## config.mk

```make
export PLATFORM = sky130hd
export DESIGN_NAME = rgb_breathe_pwm
export DESIGN_NICKNAME = d
export VERILOG_FILES = /design/src/rtl/rgb_breathe_pwm_pkg.sv /design/src/rtl/rgb_breathe_pwm_core.sv /design/src/rtl/rgb_breathe_pwm.sv
export SDC_FILE = /design/constraint.sdc
export NUM_CORES = 1
export LEC_CHECK = 0
export BUFFER_PORTS_ARGS = -buffer_cell sky130_fd_sc_hd__clkbuf_2
export CORE_MARGIN = 1
export CORE_UTILIZATION = 58
export DETAILED_ROUTE_END_ITERATION = 8
export PLACE_DENSITY = 0.93
export SYNTH_ARGS = -nofsm -noshare
export SYNTH_HDL_FRONTEND = slang
export SYNTH_SLANG_ARGS = --single-unit
```

## constraint.sdc

```tcl
create_clock -name clk -period 3.69 [get_ports clk]
set_clock_uncertainty 0.05 [all_clocks]
set_input_delay 0.369 -clock clk [delete_from_list [all_inputs] [get_ports clk]]
set_output_delay 0.369 -clock clk [all_outputs]
set_load 0.01 [all_outputs]
```

## src/rtl/rgb_breathe_pwm_pkg.sv

```systemverilog
// Shared definitions for the multi-channel breathing PWM driver:
// duty-source mode encodings, ramp direction and a duty clamp helper.
package rgb_breathe_pwm_pkg;

   typedef enum logic [1:0] {
      MODE_OFF    = 2'b00,
      MODE_STATIC = 2'b01,
      MODE_SAW    = 2'b10,
      MODE_TRI    = 2'b11
   } mode_e;

   typedef enum logic {
      DIR_UP   = 1'b0,
      DIR_DOWN = 1'b1
   } dir_e;

   function automatic logic [31:0] clamp_duty(input logic [31:0] val, input logic [31:0] max_val);
      return (val > max_val) ? max_val : val;
   endfunction

endpackage

```

## src/rtl/rgb_breathe_pwm_core.sv

```systemverilog
// Shared PWM timebase: prescaler, R-bit duty counter and period-boundary detect.
module pwm_core
   import rgb_breathe_pwm_pkg::*;
#(
   parameter int R  = 8,
   parameter int DW = 32
) (
   input  logic          clk,
   input  logic          rst,
   input  logic [DW-1:0] dvsr,
   output logic          tick,
   output logic          boundary,
   output logic [R-1:0]  d
);

   logic [DW-1:0] q_reg;
   logic [R-1:0]  d_reg;

   // Equality compare only: a counter already past a freshly lowered dvsr
   // rolls over through all-ones instead of ticking early.
   assign tick     = (q_reg == dvsr);
   assign boundary = tick && (d_reg == {R{1'b1}});
   assign d        = d_reg;

   always_ff @(posedge clk or posedge rst) begin
      if (rst) begin
         q_reg <= '0;
         d_reg <= '0;
      end else begin
         q_reg <= tick ? '0 : q_reg + DW'(1);
         if (tick)
            d_reg <= d_reg + R'(1);
      end
   end

endmodule

```

## src/rtl/rgb_breathe_pwm.sv

```systemverilog
// Multi-channel PWM LED driver with off/static/sawtooth/triangle duty sequencer;
// active duty reloads only at period boundaries so outputs never glitch mid-period.
module rgb_breathe_pwm
   import rgb_breathe_pwm_pkg::*;
#(
   parameter int CH = 3,
   parameter int R  = 8,
   parameter int DW = 32
) (
   input  logic          clk,
   input  logic          rst,
   input  logic [DW-1:0] dvsr,
   input  logic [DW-1:0] step_div,
   input  logic [1:0]    mode,
   input  logic [CH-1:0] ch_mask,
   input  logic [CH-1:0] ch_inv,
   input  logic [R:0]    duty_in,
   output logic [CH-1:0] pwm_out,
   output logic [R:0]    duty_cur,
   output logic          period_tick
);

   typedef logic [R:0] duty_t;
   localparam duty_t DUTY_MAX = {1'b1, {R{1'b0}}};
   localparam duty_t DUTY_ONE = duty_t'(1);

   logic          tick;
   logic          boundary;
   logic [R-1:0]  d;
   logic          unused_tick;

   mode_e         mode_cur;
   mode_e         mode_reg;
   logic          mode_chg;
   logic [DW-1:0] s_reg;
   logic          step;
   duty_t         ramp_reg, ramp_next;
   dir_e          dir_reg, dir_next;
   duty_t         shadow;
   duty_t         active_reg;
   logic [CH-1:0] hit;
   logic [CH-1:0] pwm_reg;
   logic          period_tick_reg;

   pwm_core #(.R(R), .DW(DW)) u_core (
      .clk      (clk),
      .rst      (rst),
      .dvsr     (dvsr),
      .tick     (tick),
      .boundary (boundary),
      .d        (d)
   );

   assign unused_tick = tick;
   assign mode_cur    = mode_e'(mode);
   assign mode_chg    = (mode_cur != mode_reg);
   assign step        = (s_reg == step_div);

   always_ff @(posedge clk or posedge rst) begin
      if (rst) begin
         mode_reg <= MODE_OFF;
         s_reg    <= '0;
         ramp_reg <= '0;
         dir_reg  <= DIR_UP;
      end else begin
         mode_reg <= mode_cur;
         s_reg    <= (mode_chg || step) ? '0 : s_reg + DW'(1);
         ramp_reg <= ramp_next;
         dir_reg  <= dir_next;
      end
   end

   // Triangle turns around on the endpoint itself so 0 and 2^R each last one step.
   always_comb begin
      ramp_next = ramp_reg;
      dir_next  = dir_reg;
      if (mode_chg || mode_cur == MODE_OFF) begin
         ramp_next = '0;
         dir_next  = DIR_UP;
      end else if (step) begin
         case (mode_cur)
            MODE_SAW: ramp_next = (ramp_reg == DUTY_MAX) ? '0 : ramp_reg + DUTY_ONE;
            MODE_TRI: begin
               if (dir_reg == DIR_UP) begin
                  ramp_next = ramp_reg + DUTY_ONE;
                  if (ramp_reg == DUTY_MAX - DUTY_ONE)
                     dir_next = DIR_DOWN;
               end else begin
                  ramp_next = ramp_reg - DUTY_ONE;
                  if (ramp_reg == DUTY_ONE)
                     dir_next = DIR_UP;
               end
            end
            default: ;
         endcase
      end
   end

   always_comb begin
      shadow = ramp_reg;
      if (mode_cur == MODE_STATIC)
         shadow = duty_t'(clamp_duty(32'(duty_in), 32'(DUTY_MAX)));
   end

   always_ff @(posedge clk or posedge rst) begin
      if (rst)
         active_reg <= '0;
      else if (mode_cur == MODE_OFF)
         active_reg <= '0;
      else if (boundary)
         active_reg <= shadow;
   end

   genvar gi;
   generate
      for (gi = 0; gi < CH; gi++) begin : g_ch
         duty_t dch;
         assign dch     = ch_inv[gi] ? (DUTY_MAX - active_reg) : active_reg;
         assign hit[gi] = ch_mask[gi] & ({1'b0, d} < dch);
      end
   endgenerate

   always_ff @(posedge clk or posedge rst) begin
      if (rst) begin
         pwm_reg         <= '0;
         period_tick_reg <= 1'b0;
      end else begin
         pwm_reg         <= hit;
         period_tick_reg <= boundary;
      end
   end

   assign pwm_out     = pwm_reg;
   assign duty_cur    = active_reg;
   assign period_tick = period_tick_reg;

endmodule

```

Word-level counts from Yosys, hierarchy flattened
Cells that the tools add are included.

operators by class
  $add $sub $neg = 6
  $mul = 0
  div/mod/pow operators = 0
  $lt $le $gt $ge = 4
  equal/unequal tests = 10
  shift-type cells = 0
  mux-type cells = 20
  bitwise logic cells = 3
  reduce and logical (&&, ||, !) cells = 10

operator list
  cell                                                 number
  two-way mux 9 bit                                    11
  adder 32 x 1 -> 32 bit, second input constant        2
  equality test 32 bit                                 2
  two-way mux 32 bit                                   2
  less-than comparator 8 x 9 -> 1 bit                  3
  case mux 9 bit (2 select lines)                      1
  adder 9 x 1 -> 9 bit, second input constant          1
  equality test 9 x 1 -> 1 bit, second input constant  1
  equality test 9 x 8 -> 1 bit, second input constant  1
  equality test 9 bit, second input constant           1
  > comparator 9 bit, second input constant            1
  subtractor 9 x 1 -> 9 bit, second input constant     1
  subtractor 9 bit, first input constant               1
  adder 8 x 1 -> 8 bit, second input constant          1
  equality test 8 bit, second input constant           1
  two-way mux 1 bit                                    6
  nonzero test 2 bit                                   3
  equality test 2 bit, second input constant           2
  AND reduction 2 bit                                  2
  AND 1 bit                                            3
  nonzero test 3 bit                                   1
  equality test 2 x 1 -> 1 bit, second input constant  1
  zero test 2 bit                                      1
  logical OR 1 bit                                     2
  other kinds (2)                                      2

word-level totals
  flip-flop bits (word level) = 97
  bits in latches = 0
  bits in writable memories = 0
  ROM bits = 0
  input port bits = 83
  output and inout port bits = 13
  memories kept = 0

Depth between registers and ports, before layout
  depth after elaboration = 6
  gate-level depth with buffers = 10
  depth with buffers taken out = 10

Cells and area by module
A second synthesis with hierarchy kept.

unflattened totals
  cells, all modules = 693
  area total of the unflattened synthesis = 6,371.1 sq um

modules (own cells, without submodules)
  module           instances  cells an instance  area an instance (sq um)
  rgb_breathe_pwm  1          459                4,065.1
  pwm_core         1          234                2,306.0

Worst setup path after synthesis
Ideal clock, no wire load.

  path type = register -> register
  start = register active_reg[1], in the netlist duty_cur[1]
  end = register pwm_reg[1], in the netlist pwm_out[1]
  arrival time = 2,429 ps
  slack = 1,127 ps
  cell stages (with the launch flop) = 11
  path buffers = 0
  period minus slack after synthesis = 2,563 ps
  path through = dfrtp_1 inv_1 ha_1 or3b_2 or3_1 nand2_1 xor2_1 ha_1 a211oi_1 o21ai_0 a21boi_0

between the ends
  word-level cells in the longest chain between the ends = 4

RTL lines
  what                                     line                    text
  start: declaration                       rgb_breathe_pwm.sv:40   duty_t active_reg;
  start signal: assignment                 rgb_breathe_pwm.sv:111  active_reg <= shadow;
  subtractor 9 bit                         rgb_breathe_pwm.sv:118  assign dch = ch_inv[gi] ? (DUTY_MAX - active_reg) : active_reg;
  two-way mux 9 bit (*)                    rgb_breathe_pwm.sv:118
  less-than comparator 8 x 9 -> 1 bit (*)  rgb_breathe_pwm.sv:119  assign hit[gi] = ch_mask[gi] & ({1'b0, d} < dch);
  AND 1 bit (*)                            rgb_breathe_pwm.sv:119
  named net hit[1]                         rgb_breathe_pwm.sv:41   logic [CH-1:0] hit;
  end signal: assignment                   rgb_breathe_pwm.sv:128  pwm_reg <= hit;
  end: declaration                         rgb_breathe_pwm.sv:42   logic [CH-1:0] pwm_reg;

The timed path passes the listed nets; every way through them passes the cells marked *.
A chain may end at the register's enable or synchronous reset.

Worst setup path in the final report
Same ends and word-level chain as after synthesis.

==> reports/metrics.csv <==
metric,value,unit
outcome,"complete, but fails checks",
violations,DRC,
cts_hold_buffers,0,
setup_ws,589,ps
critPathBufInv,1,
utilization,0.666,
power.density,300,mW/mm²
dp_hpwl,10.7,mm
portBuffers,95,
cp_data_arrival_time,3360,ps
crit_path_top_delay_cell,or3b_2,
synth_cell_types,55,
initialDrtViolationCount,262,
ios,96,
via_count,5353,
synthesis.nets,811,
grt_max_degree,70,
hold_slack,96.4,ps
worstHoldPathType,primary input to async pin,
area_growth_syn_to_layout,12.1,%
viasPerCell,5.76,
seq_area_frac_synth,0.379,
avgSynthCellArea,9.17,µm²
cts_sinks,97,
synth_edf_count,0,
core,0.0108,mm²
fill_cells,805,
grt_pass1_vias,5155,
numCtsBuffers,9,
nets,896,
setup_tns,0,ps
drc_errors,2,
tightest_slew,853,ps
relSlewSlack,0.432,
p_leak,3.33,nW
ys.flop_type,dfrtp_1,
cts_resized,0,
maxCapViolations,0,
slowest_delay,520,ps
overflow,0,
start_util,0.594,
timing.fmax,322,MHz
end_kind,flop,
crit_family,simple AND/OR/NAND/NOR gates,
totalWireLength,14.4,mm
syn_area,0.00641,mm²
rows,38,
rsz0062_at_grt,false,
antenna_found_initial,0,
clk_latency,380,ps
path_cells,inv_1 > ha_1 > or3b_2 > or3_1 > nand2_1 > xor2_1 > ha_1 > a211oi_1 > o21ai_0 > a21boi_0,
setup_violations,0,
die_x,107,µm
post-route-period-util,0.840,
cts.path.max_buffers,2,
place.gp.congestion,0.911,
critPathRequiredTime,3950,ps
layout_commonest_cell,xor2_1,
dr.pass1.iters,7,
reg2reg_setup_slack,590,ps
drive_gt1_frac,0.177,
min_period,3100,ps
path_class,flop to flop,
grt_pass1_wl,24.0,mm
post_cts_buffers,0,
routedWlPerCell,15.5,µm
finalHoldViolCount,0,
die_h,107,µm
cts-root-buf,clkbuf_8,
final_cell_mix,"xor2_1 (119), dfrtp_1 (97), clkbuf_2 (95), nor2_1 (81), nand2_1 (78)",
ant_nets,0,
grt_usage,0.268,
cts_tree,done,
max-vdd-ir-drop,204,µV
die-area,0.0115,mm²
startpoint_type,flop,
post-place-ws,881,ps
power,2.15,mW
antennaDiodeCount,0,
htree_levels,3,
ys_async_sr_fraction,1.00,
drv_slew,0,
cts.clk_slew.worst_paths,100,ps
critPathMaxFanout,6,
cp_common_cell,ha_1,
synthCells,699,
ys_ff_latch,97,
ys_warn_count,0,
==> metrics by stage <==
stage	instance area (µm²)	cells
final	7190	929
after global routing	7190	929
after CTS	7190	929
after detailed placement	6980	913
after global placement	6980	913
after floorplan	6410	699
==> logic make-up after synthesis <==
group,count (synthesis),share of synthesized area
AOI/OAI and AO/OA,58,0.0628
xor gates and xnor gates,152,0.208
adders and majority gates,29,0.0566
buffers and inverters,42,0.0293
DFF,97,0.379
muxes,16,0.0265
and+or+nand+nor,305,0.239
==> synth_stat cells (9+ instances only) <==
library cell    n  area (µm²)
xor2_1        119        1040
dfrtp_1        97        2430
nor2_1         81         304
nand2_1        78         293
nand3_1        35         175
xnor2_1        33         289
ha_1           29         363
nand4_1        22         138
nor4_1         19         119
and3_1         18         113
clkbuf_1       17        63.8
inv_1          15        56.3
a21oi_1        10        50.1
o21ai_0        10        50.1
a21o_1          9        67.6
==> power by group <==
part | internal (mW) | switching (mW) | total [mW]
logic | 0.132 | 0.176 | 0.309
registers | 1.07 | 0.0146 | 1.09
clock network | 0.355 | 0.402 | 0.756
total | 1.56 | 0.592 | 2.15
==> worst paths after layout <==
kind,start,endpoint,depth (start not counted)
max,duty_cur[1],pwm_out[1],10
min,rst,duty_cur[5],2
max reg2reg,duty_cur[1],pwm_out[1],10
min reg2reg,u_core.q_reg[0],u_core.q_reg[0],1
max in group asynchronous,rst,u_core.q_reg[5],3
min in group clk,ch_mask[0],pwm_out[0],2
==> final cells by class <==
| cell class | count | area, µm² | share of cell area |
|---|---|---|---|
| Inverter | 15 | 58.8 | 0.00818 |
| Sequential cell | 97 | 2430 | 0.338 |
| Timing Repair Buffer | 101 | 520 | 0.0724 |
| Multi-Input combinational cell | 560 | 3800 | 0.528 |
| Clock buffer | 11 | 151 | 0.0211 |
| Clock inverter | 5 | 60.1 | 0.00835 |
| Tap cell | 140 | 175 | 0.0244 |
==> worst reg2reg max path, cell delays in order (launching register included) <==
cell      delay (ps)
dfrtp_1          440
inv_1            100
ha_1             220
or3b_2           520
or3_1            390
nand2_1          130
xor2_1           210
ha_1             280
a211oi_1         320
o21ai_0          180
a21boi_0         200
==> routing by layer <==
layer	track usage	share of wire
met5	0	0
met4	0.104	0.025
met3	0.0468	0.056
met2	0.455	0.49
met1	0.339	0.42
(Power assumes the default switching activity.)
